===== src/rtl/nvme_fifo_unpack_if.sv =====
// nvme_fifo_unpack_if: FIFO read port plus unpacked valid/ready beat stream; master = unpacker, slave = environment
interface nvme_fifo_unpack_if;
  logic [539:0] fifo_q;
  logic fifo_rdempty;
  logic fifo_rdreq;
  logic out_valid;
  logic out_ready;
  logic [511:0] out_data;
  logic [15:0] out_cid;
  logic [7:0] out_opcode;
  logic out_sop;
  logic out_eop;
  logic err;
  logic [1:0] err_code;
  logic [31:0] pkt_count;
  logic [15:0] err_count;
  modport master (
    input fifo_q, fifo_rdempty, out_ready,
    output fifo_rdreq, out_valid, out_data, out_cid, out_opcode, out_sop, out_eop,
    err, err_code, pkt_count, err_count
  );
  modport slave (
    output fifo_q, fifo_rdempty, out_ready,
    input fifo_rdreq, out_valid, out_data, out_cid, out_opcode, out_sop, out_eop,
    err, err_code, pkt_count, err_count
  );
endinterface


===== src/rtl/nvme_fifo_unpack.sv =====
// nvme_fifo_unpack: prefetches 540-bit FIFO entries into a 4-deep skid buffer and unpacks them into framed beats
// Ports: rdclk, aclr (sync active-high reset); bus = nvme_fifo_unpack_if.master
//   fifo_q/fifo_rdempty/fifo_rdreq: FIFO read port, data one cycle after a grant
//   out_*: valid/ready beat stream from the buffer head; err/err_code: framing error pulse and held cause
//   pkt_count/err_count: statistics, present only with NVME_UNPACK_STATS_EN defined, otherwise tied to 0
module nvme_fifo_unpack #(
  parameter int data_width = 540
) (
  input logic rdclk,
  input logic aclr,
  nvme_fifo_unpack_if.master bus
);
  typedef enum logic {EXP_SOP, IN_PKT} state_t;
  state_t r_state, w_next;
  logic [data_width-1:0] w_q;
  logic [537:0] r_mem [4];
  logic [537:0] w_head;
  logic [1:0] r_wp, r_rp;
  logic [2:0] r_count;
  logic r_inflight;
  logic [15:0] r_cid;
  logic r_err;
  logic [1:0] r_err_code, w_code;
  logic w_sop, w_eop, w_mis, w_fwd, w_bad, w_pop, w_done, w_unused;
  assign w_q = bus.fifo_q;
  assign w_sop = w_q[539];
  assign w_eop = w_q[538];
  assign w_mis = w_q[527:512] != r_cid;
  always_comb begin
    w_bad = r_inflight && (r_state == EXP_SOP ? !w_sop : (w_sop || w_mis));
    w_code = r_state == EXP_SOP ? 2'd1 : (w_sop ? 2'd2 : 2'd3);
    w_fwd = r_inflight && (w_sop || (r_state == IN_PKT && !w_mis));
    w_done = w_fwd && w_eop;
    w_next = !r_inflight ? r_state : ((w_fwd && !w_eop) ? IN_PKT : EXP_SOP);
  end
  // inflight reserves a slot so a landing entry always finds room
  assign bus.fifo_rdreq = !bus.fifo_rdempty && !aclr && (r_count + {2'b0, r_inflight}) < 3'd4;
  assign bus.out_valid = r_count != 3'd0 && !aclr;
  assign w_pop = bus.out_valid && bus.out_ready;
  assign w_head = r_mem[r_rp];
  assign bus.out_sop = w_head[537];
  assign bus.out_eop = w_head[536];
  assign bus.out_opcode = w_head[535:528];
  assign bus.out_cid = w_head[527:512];
  assign bus.out_data = w_head[511:0];
  assign bus.err = r_err;
  assign bus.err_code = r_err_code;
  always_ff @(posedge rdclk)
    if (w_fwd) r_mem[r_wp] <= {w_q[539:538], w_q[535:0]};
  always_ff @(posedge rdclk)
    if (aclr) begin
      r_state <= EXP_SOP;
      r_wp <= '0;
      r_rp <= '0;
      r_count <= '0;
      r_inflight <= 1'b0;
      r_cid <= '0;
      r_err <= 1'b0;
      r_err_code <= '0;
    end else begin
      r_state <= w_next;
      r_inflight <= bus.fifo_rdreq && !bus.fifo_rdempty;
      r_count <= r_count + {2'b0, w_fwd} - {2'b0, w_pop};
      if (w_fwd) r_wp <= r_wp + 2'd1;
      if (w_pop) r_rp <= r_rp + 2'd1;
      if (r_inflight && w_sop) r_cid <= w_q[527:512];
      r_err <= w_bad;
      if (w_bad) r_err_code <= w_code;
    end
`ifdef NVME_UNPACK_STATS_EN
  logic [31:0] r_pkt;
  logic [15:0] r_errc;
  assign w_unused = ^w_q[537:536];
  always_ff @(posedge rdclk)
    if (aclr) begin
      r_pkt <= '0;
      r_errc <= '0;
    end else begin
      if (w_done) r_pkt <= r_pkt + 32'd1;
      if (w_bad && r_errc != 16'hFFFF) r_errc <= r_errc + 16'd1;
    end
  assign bus.pkt_count = r_pkt;
  assign bus.err_count = r_errc;
`else
  assign w_unused = ^{w_q[537:536], w_done};
  assign bus.pkt_count = '0;
  assign bus.err_count = '0;
`endif
endmodule


===== src/flat_wrapper.sv =====
// flat-port wrapper written by rule: the top's interface ports become plain ports
module nvme_fifo_unpack_flat 
#(
  parameter int data_width = 540
)
  (rdclk, aclr, bus_fifo_q, bus_fifo_rdempty, bus_out_ready, bus_fifo_rdreq, bus_out_valid, bus_out_data, bus_out_cid, bus_out_opcode, bus_out_sop, bus_out_eop, bus_err, bus_err_code, bus_pkt_count, bus_err_count);
  nvme_fifo_unpack_if bus_i ();
  input logic rdclk;
  input logic aclr;
  input wire logic [$bits(bus_i.fifo_q)-1:0] bus_fifo_q;
  input wire logic [$bits(bus_i.fifo_rdempty)-1:0] bus_fifo_rdempty;
  input wire logic [$bits(bus_i.out_ready)-1:0] bus_out_ready;
  output wire logic [$bits(bus_i.fifo_rdreq)-1:0] bus_fifo_rdreq;
  output wire logic [$bits(bus_i.out_valid)-1:0] bus_out_valid;
  output wire logic [$bits(bus_i.out_data)-1:0] bus_out_data;
  output wire logic [$bits(bus_i.out_cid)-1:0] bus_out_cid;
  output wire logic [$bits(bus_i.out_opcode)-1:0] bus_out_opcode;
  output wire logic [$bits(bus_i.out_sop)-1:0] bus_out_sop;
  output wire logic [$bits(bus_i.out_eop)-1:0] bus_out_eop;
  output wire logic [$bits(bus_i.err)-1:0] bus_err;
  output wire logic [$bits(bus_i.err_code)-1:0] bus_err_code;
  output wire logic [$bits(bus_i.pkt_count)-1:0] bus_pkt_count;
  output wire logic [$bits(bus_i.err_count)-1:0] bus_err_count;
  assign bus_i.fifo_q = bus_fifo_q;
  assign bus_i.fifo_rdempty = bus_fifo_rdempty;
  assign bus_i.out_ready = bus_out_ready;
  assign bus_fifo_rdreq = bus_i.fifo_rdreq;
  assign bus_out_valid = bus_i.out_valid;
  assign bus_out_data = bus_i.out_data;
  assign bus_out_cid = bus_i.out_cid;
  assign bus_out_opcode = bus_i.out_opcode;
  assign bus_out_sop = bus_i.out_sop;
  assign bus_out_eop = bus_i.out_eop;
  assign bus_err = bus_i.err;
  assign bus_err_code = bus_i.err_code;
  assign bus_pkt_count = bus_i.pkt_count;
  assign bus_err_count = bus_i.err_count;
  nvme_fifo_unpack #(.data_width(data_width)) u_core (.rdclk(rdclk), .aclr(aclr), .bus(bus_i));
endmodule

===== config.mk =====
export PLATFORM = sky130hd
export DESIGN_NAME = nvme_fifo_unpack_flat
export DESIGN_NICKNAME = d
export VERILOG_FILES = /design/src/rtl/nvme_fifo_unpack_if.sv /design/src/rtl/nvme_fifo_unpack.sv /design/src/flat_wrapper.sv
export SDC_FILE = /design/constraint.sdc
export NUM_CORES = 1
export LEC_CHECK = 0
export CAP_MARGIN = 5
export CORE_AREA = 3 3 439 441
export DETAILED_ROUTE_END_ITERATION = 6
export DIE_AREA = 0 0 442 444
export PLACE_DENSITY = 0.75
export SETUP_SLACK_MARGIN = 0.2
export SYNTH_ARGS = -nofsm -noshare
export SYNTH_HDL_FRONTEND = slang
export SYNTH_SLANG_ARGS = --single-unit

===== constraint.sdc =====
create_clock -name rdclk -period 101.8 [get_ports rdclk]
set_input_delay 30.54 -clock rdclk [delete_from_list [all_inputs] [get_ports rdclk]]
set_output_delay 30.54 -clock rdclk [all_outputs]
set_load 0.01 [all_outputs]

Yosys cells after proc, flatten, opt, wreduce, memory -nomap -nowiden
Memories as Yosys holds them, arrays and structs flattened. A register that Yosys moved wholly into a read port is not among the register bits. Cells that the tools add are included.

Add/sub/neg operators: 5. Order comparisons: 1. Eq/ne operators: 1. Multiplexer cells: 8. Reduce and logical (&&, ||, !) cells: 18.

Operators with widths (count): $ne 16x16->1 (1); $logic_and 1x1->1 (10); $add 3x1->3 (2); $mux 2 (3); $logic_not 1->1 (5); $mux 1 (5); $add 2x1->2 const B (2); $lt 3x3->1 const B (1); $reduce_bool 3->1 (1); $sub 3x1->3 (1); $logic_or 1x1->1 (2).

Register bits after elaboration: 28. Memory bits (writable): 2152. Input bits: 544. Logic and storage cells: 42. Memories: 1.

Memory list: u_core.r_mem (depth 4, width 538, rd ports 1, clocked after memory_dff 1, write ports 1, line nvme_fifo_unpack.sv:16) `logic [537:0] r_mem [4];`.

Logic depth before layout (Yosys ltp)
Gate-level depths: netlist of run 1.

Depth in word-level cells: 7. Depth in mapped cells: 11.

Least setup slack after synthesis of run 1
Ideal clock, no wire load.

Path type: input to output. From: input port aclr. To: output port bus_out_valid. Data arrival time: 31.501 ns. Data required time: 71.260 ns. Path slack: 39.759 ns. Stages: 4. Path through: clkbuf_1 > clkbuf_1 > buf_1 > nor2_1.

Longest elaborated chain between the ends: 2.

Ends and longest elaborated chain: start, declared (line flat_wrapper.sv:9) `input logic aclr;`; $logic_not 1->1 (line nvme_fifo_unpack.sv:38) `assign bus.out_valid = r_count != 3'd0 && !aclr;`; $logic_and 1x1->1 (line nvme_fifo_unpack.sv:38); end, declared (line flat_wrapper.sv:14) `output wire logic [$bits(bus_i.out_valid)-1:0] bus_out_valid;`.

No other way between the ends.

Worst setup path after layout of run 1
From: input port aclr. To: output port bus_fifo_rdreq.

Longest elaborated chain between the ends: 3.

Ends and longest elaborated chain: $logic_not 1->1 (line nvme_fifo_unpack.sv:37) `assign bus.fifo_rdreq = !bus.fifo_rdempty && !aclr && (r_count + {2'b0, r_inflight}) < 3'd4;`; $logic_and 1x1->1 (2 in a row) (line nvme_fifo_unpack.sv:37); end, declared (line flat_wrapper.sv:13) `output wire logic [$bits(bus_i.fifo_rdreq)-1:0] bus_fifo_rdreq;`.

No other way between the ends.

==> reports/qor.csv, run 1 <==
stage;metric;value;unit
worst_setup_path;reg2reg_depth;9;
finish;fin_nets;4818;
detailed_routing;wl;199000;µm
worst_setup_path;endpoint_kind;output pin;
logic_synthesis;netlist_top_cells_area;edfxtp_1, mux4_2, dfxtp_1;
global_route;grt-ovfl-total;0;
worst_setup_path;crit_fanout;36;
logic_synthesis;avgSynthCellArea;26.0;µm²
pwr;power_density;20.7;nW/µm²
place;dpl.hpwl;132000;µm
global_route;antenna_found_initial;80;
hold_path;hp-class;reg -> reg;
clocking;cts_hold_buf;0;
clocking;cts_made_buffers;215;
logic_synthesis;ys_seq_area_share;82.4;%
detailed_routing;wire_per_inst;28.4;µm
worst_setup_path;r2r-end;u_core.r_mem[3][303];
place;io_buffers;1084;
pwr;power.share.clock;35.8;%
finish;fillerInstances;14200;
sta;drv_slew;0;
clocking;cts_root_buf;clkbuf_16;
sta;hold_violations;0;
logic_synthesis;synthDistinctLibCells;35;
clocking;cts_setup_buffers;0;
clocking;insertion_delay;0.83;ns
worst_setup_path;crit_type;in -> out;
clocking;ctsHtreeMaxLevel;4;
global_route;first_global_vias;38500;
floorplan;rows;160;
pwr;switchingPower;477;µW
sta;worst_pin_slew;1.12;ns
global_route;grt_pass1_wl;282000;µm
logic_synthesis;syn_inst;3043;
floorplan;die_x;442;µm
finish;drive_gt1_share;19.7;%
floorplan;start_util;41.7;%
clocking;clk_pin_slew;0.06;ns
sta;max_freq;16.0;MHz
logic_synthesis;synth_area;79100;µm²
hold_path;holdPathStages;2;
logic_synthesis;yosys_warnings;0;
finish;seqCellArea;65200;µm²
clocking;post_cts_resized;0;
hold_path;hold_end;u_core.r_cid[15];
worst_setup_path;arrival;31.99;ns
pwr;p_leak;0.0306;µW
hold_path;hp-start;u_core.r_cid[15];
sta;slew_headroom;25.3;%
place;gp_congestion;0.837;
logic_synthesis;synth_seq_cells;2182;
floorplan;die_h;444;µm
logic_synthesis;synth_top_area_cell;edfxtp_1;
sta;final.setup.worst_slack;39.27;ns
global_route;grtUsageTotal;19.8;%
finish;syn_to_final_growth;25.8;%
clocking;cts_tree;built;
sta;fin_crit_sh;61.4;%
logic_synthesis;synth_top_area_share;81.7;%
detailed_routing;drt_iter0_markers;3333;
detailed_routing;dr.pass1.iters;5;
floorplan;fp.coreArea;190000;µm²
detailed_routing;routed_via_density;5.34;
pwr;power_switching_share;23.1;%
finish;multiInputGateArea;13100;µm²
pwr;pwr-share-comb;14.3;%
detailed_routing;drc;0;
clocking;cts_buffer_depth;3;
detailed_routing;vias;37400;
sta;skew;0.0358;ns
sta;rsz0062_at_grt;no;
floorplan;pin_count;1135;
place;dp_slack;39.27;ns
sta;finalSetupViolCount;0;
sta;finalCriticalPeriod;62.53;ns
clocking;clkSinkCount;2182;
worst_setup_path;rrSetupSlack;95.82;ns
global_route;grt_max_degree;131;
pwr;pwr-share-seq;49.8;%
worst_setup_path;start_kind;input pin;
sta;setup_tns;0;ns
pwr;peakVddDrop;0.0159;mV
status;status;finished, final reports clean;
worst_setup_path;cp.required;71.26;ns
pwr;intPower;1580;µW
worst_setup_path;r2r_start;u_core.r_cid[15];
detailed_routing;antenna_left;0;
floorplan;die-area;196000;µm²
flow_run;drv_cap;0;
==> routing by layer <==
metal / up-vias / wire length [µm] / GRT usage, %
met2: 1613 / 100000 / 32.5
met1: 19800 / 70400 / 23.3
met5: - / 204 / 0
met3: 434 / 17500 / 6.89
met4: 30 / 10000 / 10.1
li1: 15500 / - / -
==> layout make-up <==
type,count,area share (%)
multi-input combinational,722,13.2
inverter,7,0.0264
clock buffer,278,5.68
clock inverter,114,0.915
timing repair buffer,1139,11.4
sequential,2182,65.5
antenna,42,0.106
tap,2511,3.16
==> critical path, stage by stage <==
cell and delay [ns]:
clkdlybuf4s50_1 0.40, buf_4 0.25, nor3_1 0.22, clkdlybuf4s50_1 0.56
==> logic make-up after synthesis <==
| group | after synthesis | synth area share [%] |
|---|---|---|
| compound gates | 28 | 0.217 |
| other cells | 1 | 0.00474 |
| fa+ha+maj | 7 | 0.120 |
| simple gates | 80 | 0.470 |
| mux | 538 | 15.3 |
| buf+inv | 186 | 1.23 |
| flops | 2182 | 82.4 |
| xor+xnor | 21 | 0.232 |
==> cells in the final DEF (no fill, tap or decap), types with 3 or more instances in the layout <==
cell and n:
clkbuf_1 61, nor2b_1 4, conb_1 48, clkinvlp_4 6, clkinv_16 4, clkinv_2 28
clkinv_1 55, inv_8 3, bufinv_16 8, diode_2 42, nor2_1 7, xor2_1 5
clkdlybuf4s50_1 1084, dfxtp_1 28, xnor2_1 16, nand4_1 5, nand2_1 44, nor3_1 3
nor2_4 4, inv_6 4, inv_1 7, buf_4 50, edfxtp_1 2152, clkbuf_16 217
mux4_2 538, buf_12 5, ha_1 6, a21oi_1 20
==> per-stage QoR <==
step	hold slack [ns]	instance area [µm²]	util (%)	total power [µW]	cells
global route	0.497	99500	52.5	2130	6990
floorplan	0.448	79300	-	1220	3090
detailed placement	0.462	92900	49.0	1350	6561
global placement	0.466	92900	49.0	1340	6561
CTS	0.470	99400	52.5	2080	6953
finish	0.468	99500	52.5	2060	6995
==> power groups by stage <==
stage	clock network (µW)	logic (µW)	registers [µW]
finish	738	296	1030
global route	789	312	1030
CTS	753	301	1030
detailed placement	0	300	1050
global placement	0	298	1040
floorplan	0	145	1070
==> flip-flops by register name, summed over array words and instances, names as in the netlist, named ones only <==
name                 cells
u_core.r_mem          2152
u_core.r_state           1
u_core.r_inflight        1
u_core.r_wp              2
u_core.r_cid            16
u_core.bus.err           1
u_core.bus.err_code      2
u_core.r_rp              2
u_core.r_count           3
==> cell usage after synthesis <==
| library cell | count |
|---|---|
| o21ai_1 | 1 |
| nor3_1 | 3 |
| nand3_1 | 2 |
| nand2b_1 | 1 |
| o31a_1 | 2 |
| conb_1 | 1 |
| xnor2_1 | 16 |
| nor2b_1 | 4 |
| clkbuf_1 | 29 |
| dfxtp_1 | 30 |
| o32ai_1 | 1 |
| nand4_1 | 5 |
| buf_4 | 50 |
| and2_1 | 2 |
| nand2_1 | 44 |
| fa_1 | 1 |
| inv_1 | 7 |
| xor2_1 | 5 |
| ha_1 | 6 |
| edfxtp_1 | 2152 |
| a2111oi_2 | 1 |
| or3b_1 | 1 |
| nor3b_1 | 2 |
| or3_1 | 1 |
| nor4_1 | 1 |
| mux4_2 | 538 |
| nor2_1 | 11 |
| buf_2 | 67 |
| and3_1 | 2 |
| o21a_1 | 2 |
| buf_6 | 1 |
| a311o_1 | 1 |
| buf_1 | 32 |
| a21oi_1 | 20 |
| nor3_4 | 1 |
==> worst max path at each step <==
| stage | end | start | slack (ns) | depth (start not counted) |
|---|---|---|---|---|
| finish | bus_fifo_rdreq | aclr | 39.27 | 4 |
| global route | bus_out_valid | aclr | 39.22 | 4 |
| CTS | bus_fifo_rdreq | aclr | 39.27 | 4 |
| detailed placement | bus_fifo_rdreq | aclr | 39.27 | 4 |
| global placement | bus_fifo_rdreq | aclr | 39.25 | 4 |
| floorplan | bus_out_valid | aclr | 39.76 | 4 |
Power figures use the tool's default switching activity.
==> inputs of run 2 (changes only) <==
- CORE_AREA: 3 3 439 441 -> 3 3 444 446
- DIE_AREA: 0 0 442 444 -> 0 0 447 449
- PLACE_DENSITY: 0.75 -> 0.76
- clock period: 101.8 -> 54 ns (I/O delays scaled with it)
==> run 2 against run 1 <==
  * Via count grew 0.10%
  * Sequential share of layout area about the same
  * Combinational power rose by 90%
  * Flip-flop and latch count is the same
  * Register-to-register slack lost 48 ns
  * Worst hold slack got worse by 0.0025 ns
  * Routed wire length is 1.7% higher
  * Clock skew rose by 0.015 ns
  * Largest power group unchanged
  * Power is 88% higher
  * Worst setup slack lost 19 ns
  * Critical path depth did not move
  * Clock power grew 87%
==> reports/qor.csv, run 2 (synthesized netlist as in run 1, its figures left out) <==
stage;metric;value;unit;change
global_route;grt_pass1_wl;284000;µm;was 282000 µm
sta;max_freq;29.5;MHz;
worst_setup_path;rrSetupSlack;48.17;ns;was 95.82 ns
detailed_routing;antenna_left;0;;unchanged
global_route;grt_max_degree;147;;was 131
detailed_routing;dr.pass1.iters;5;;unchanged
worst_setup_path;r2r-end;u_core.r_mem[0][306];;was u_core.r_mem[3][303]
sta;worst_pin_slew;1.24;ns;was 1.12 ns
status;status;finished, final reports clean;;unchanged
sta;setup_tns;0;ns;unchanged
pwr;p_leak;0.0305;µW;was 0.0306 µW
place;dpl.hpwl;135000;µm;was 132000 µm
clocking;insertion_delay;0.83;ns;about the same
clocking;cts_tree;built;;unchanged
worst_setup_path;cp.required;37.80;ns;was 71.26 ns
finish;seqCellArea;65200;µm²;unchanged
detailed_routing;wire_per_inst;28.8;µm;was 28.4 µm
finish;layout.cells.most_common_list;edfxtp_1, clkdlybuf4s50_1, mux4_2;;unchanged
clocking;post_cts_resized;0;;unchanged
worst_setup_path;crit_start;aclr;;unchanged
detailed_routing;drt_iter0_markers;3472;;was 3333
finish;largest_reg_flops;2152;;unchanged
detailed_routing;routed_via_density;5.34;;about the same
detailed_routing;wl;202000;µm;was 199000 µm
hold_path;hp-class;reg -> reg;;unchanged
global_route;antenna_found_initial;81;;was 80
floorplan;die-area;201000;µm²;was 196000 µm²
floorplan;fp.coreArea;193000;µm²;was 190000 µm²
floorplan;rows;161;;was 160
worst_setup_path;reg2reg_depth;9;;unchanged
place;io_buffers;1084;;unchanged
sta;skew;0.0507;ns;was 0.0358 ns
clocking;cts_setup_buffers;0;;unchanged
finish;stdcell_count;7000;;was 6995
pwr;power_density;38.9;nW/µm²;was 20.7 nW/µm²
place;placed_cell_area;92900;µm²;about the same
finish;fillerInstances;14700;;was 14200
finish;finalInstanceArea;99500;µm²;about the same
detailed_routing;vias;37400;;about the same
floorplan;start_util;41.0;%;was 41.7%
worst_setup_path;worstSetupEndpoint;bus_out_valid;;was bus_fifo_rdreq
global_route;grt-ovfl-total;0;;unchanged
floorplan;die_h;449;µm;was 444 µm
worst_setup_path;crit_fanout;36;;unchanged
clocking;clkSinkCount;2182;;unchanged
flow_run;drv_cap;0;;unchanged
finish;final_core_util;51.6;%;was 52.5%
finish;multiInputGateArea;13100;µm²;unchanged
worst_setup_path;arrival;17.74;ns;was 31.99 ns
place;place_inst;6567;;was 6561
worst_setup_path;endpoint_kind;output pin;;unchanged
clocking;cts_root_buf;clkbuf_16;;unchanged
clocking;cts_hold_buf;0;;unchanged
pwr;peakVddDrop;0.0357;mV;was 0.0159 mV
finish;drive_gt1_share;19.9;%;was 19.7%
finish;top_register;u_core.r_mem;;unchanged
worst_setup_path;r2r_start;u_core.r_cid[11];;was u_core.r_cid[15]
global_route;first_global_vias;38300;;was 38500
floorplan;die_x;447;µm;was 442 µm
sta;rsz0062_at_grt;no;;unchanged
sta;drv_slew;0;;unchanged
sta;finalCriticalPeriod;33.94;ns;
finish;final_common_cell;edfxtp_1;;unchanged
sta;fin_crit_sh;62.8;%;
finish;fin_nets;4804;;was 4818
clocking;clk_pin_slew;0.06;ns;about the same
floorplan;pin_count;1135;;unchanged
clocking;ctsHtreeMaxLevel;4;;unchanged
sta;whs;0.466;ns;was 0.468 ns
finish;syn_to_final_growth;25.8;%;about the same
sta;finalSetupViolCount;0;;unchanged
detailed_routing;drc;0;;unchanged
global_route;grtUsageTotal;19.8;%;about the same
clocking;cts_made_buffers;210;;was 215
place;gp_congestion;0.871;;was 0.837
worst_setup_path;start_kind;input pin;;unchanged
sta;slew_headroom;17.2;%;was 25.3%
worst_setup_path;crit_type;in -> out;;unchanged
sta;hold_violations;0;;unchanged
finish;reg_top3;u_core.r_mem x2152, u_core.r_cid x16, u_core.r_count x3;;unchanged
clocking;cts_buffer_depth;3;;unchanged
run 2: cell types whose count changed in the layout (fill, tap and decap cells not counted), sizes merged:
| cell | change |
|---|---|
| diode | +3 |
| clkinvlp | +1 |
| inv | -2 |
| clkinv | +19 |
| clkbuf | -21 |
| buf | -9 |
| bufinv | -1 |
run 2: worst max-delay path, cell delays in order:
cell and delay, ns:
clkdlybuf4s50_1 0.51, buf_4 0.40, nor2_1 0.10, clkdlybuf4s50_1 0.52
run 2: power breakdown:
| part | switching, µW | internal (µW) | total, µW | leakage [µW] |
|---|---|---|---|---|
| Clock | 619 | 758 | 1380 | 0.00318 |
| Combinational | 270 | 291 | 561 | 0.00769 |
| Sequential | 16.5 | 1920 | 1930 | 0.0197 |
| Total | 905 | 2970 | 3870 | 0.0305 |
run 2: worst min path at each step:
stage                      from               end  slack [ns]  cells after the start
6_report        u_core.r_cid[2]   u_core.r_cid[2]        0.47                      2
5_1_grt         u_core.r_cid[5]   u_core.r_cid[5]        0.49                      2
4_1_cts         u_core.r_cid[2]   u_core.r_cid[2]        0.47                      2
3_5_place_dp    u_core.r_cid[2]   u_core.r_cid[2]        0.46                      2
3_3_place_gp   u_core.r_cid[11]  u_core.r_cid[11]        0.47                      2
2_1_floorplan  u_core.r_cid[11]  u_core.r_cid[11]        0.45                      2
run 2: final cells by class:
class                   instances  share of cell area, %
flip-flops and latches       2182                   65.5
clock inverters               131                   1.06
well taps                    2526                   3.18
multi-input cells             722                   13.2
diodes                         45                  0.113
inverters                       7                 0.0264
repair buffers               1130                   11.4
clock buffers                 257                   5.50
run 2: per-layer routing:
layer  wire length (µm)  part of all wire [%]  GRT usage [%]
met1              71200                    35           23.0
met2             103000                    51           32.5
met3              18900                   9.4           7.37
met4               8260                   4.1           9.23
met5                183                 0.091              0
run 2: stage by stage:
stage                     power [µW]  setup slack [ns]
after floorplan                 2290             13.25
after global placement          2530             20.02
after detailed placement        2540             20.05
after CTS                       3910             20.05
after global routing            4010             20.00
final                           3870             20.06
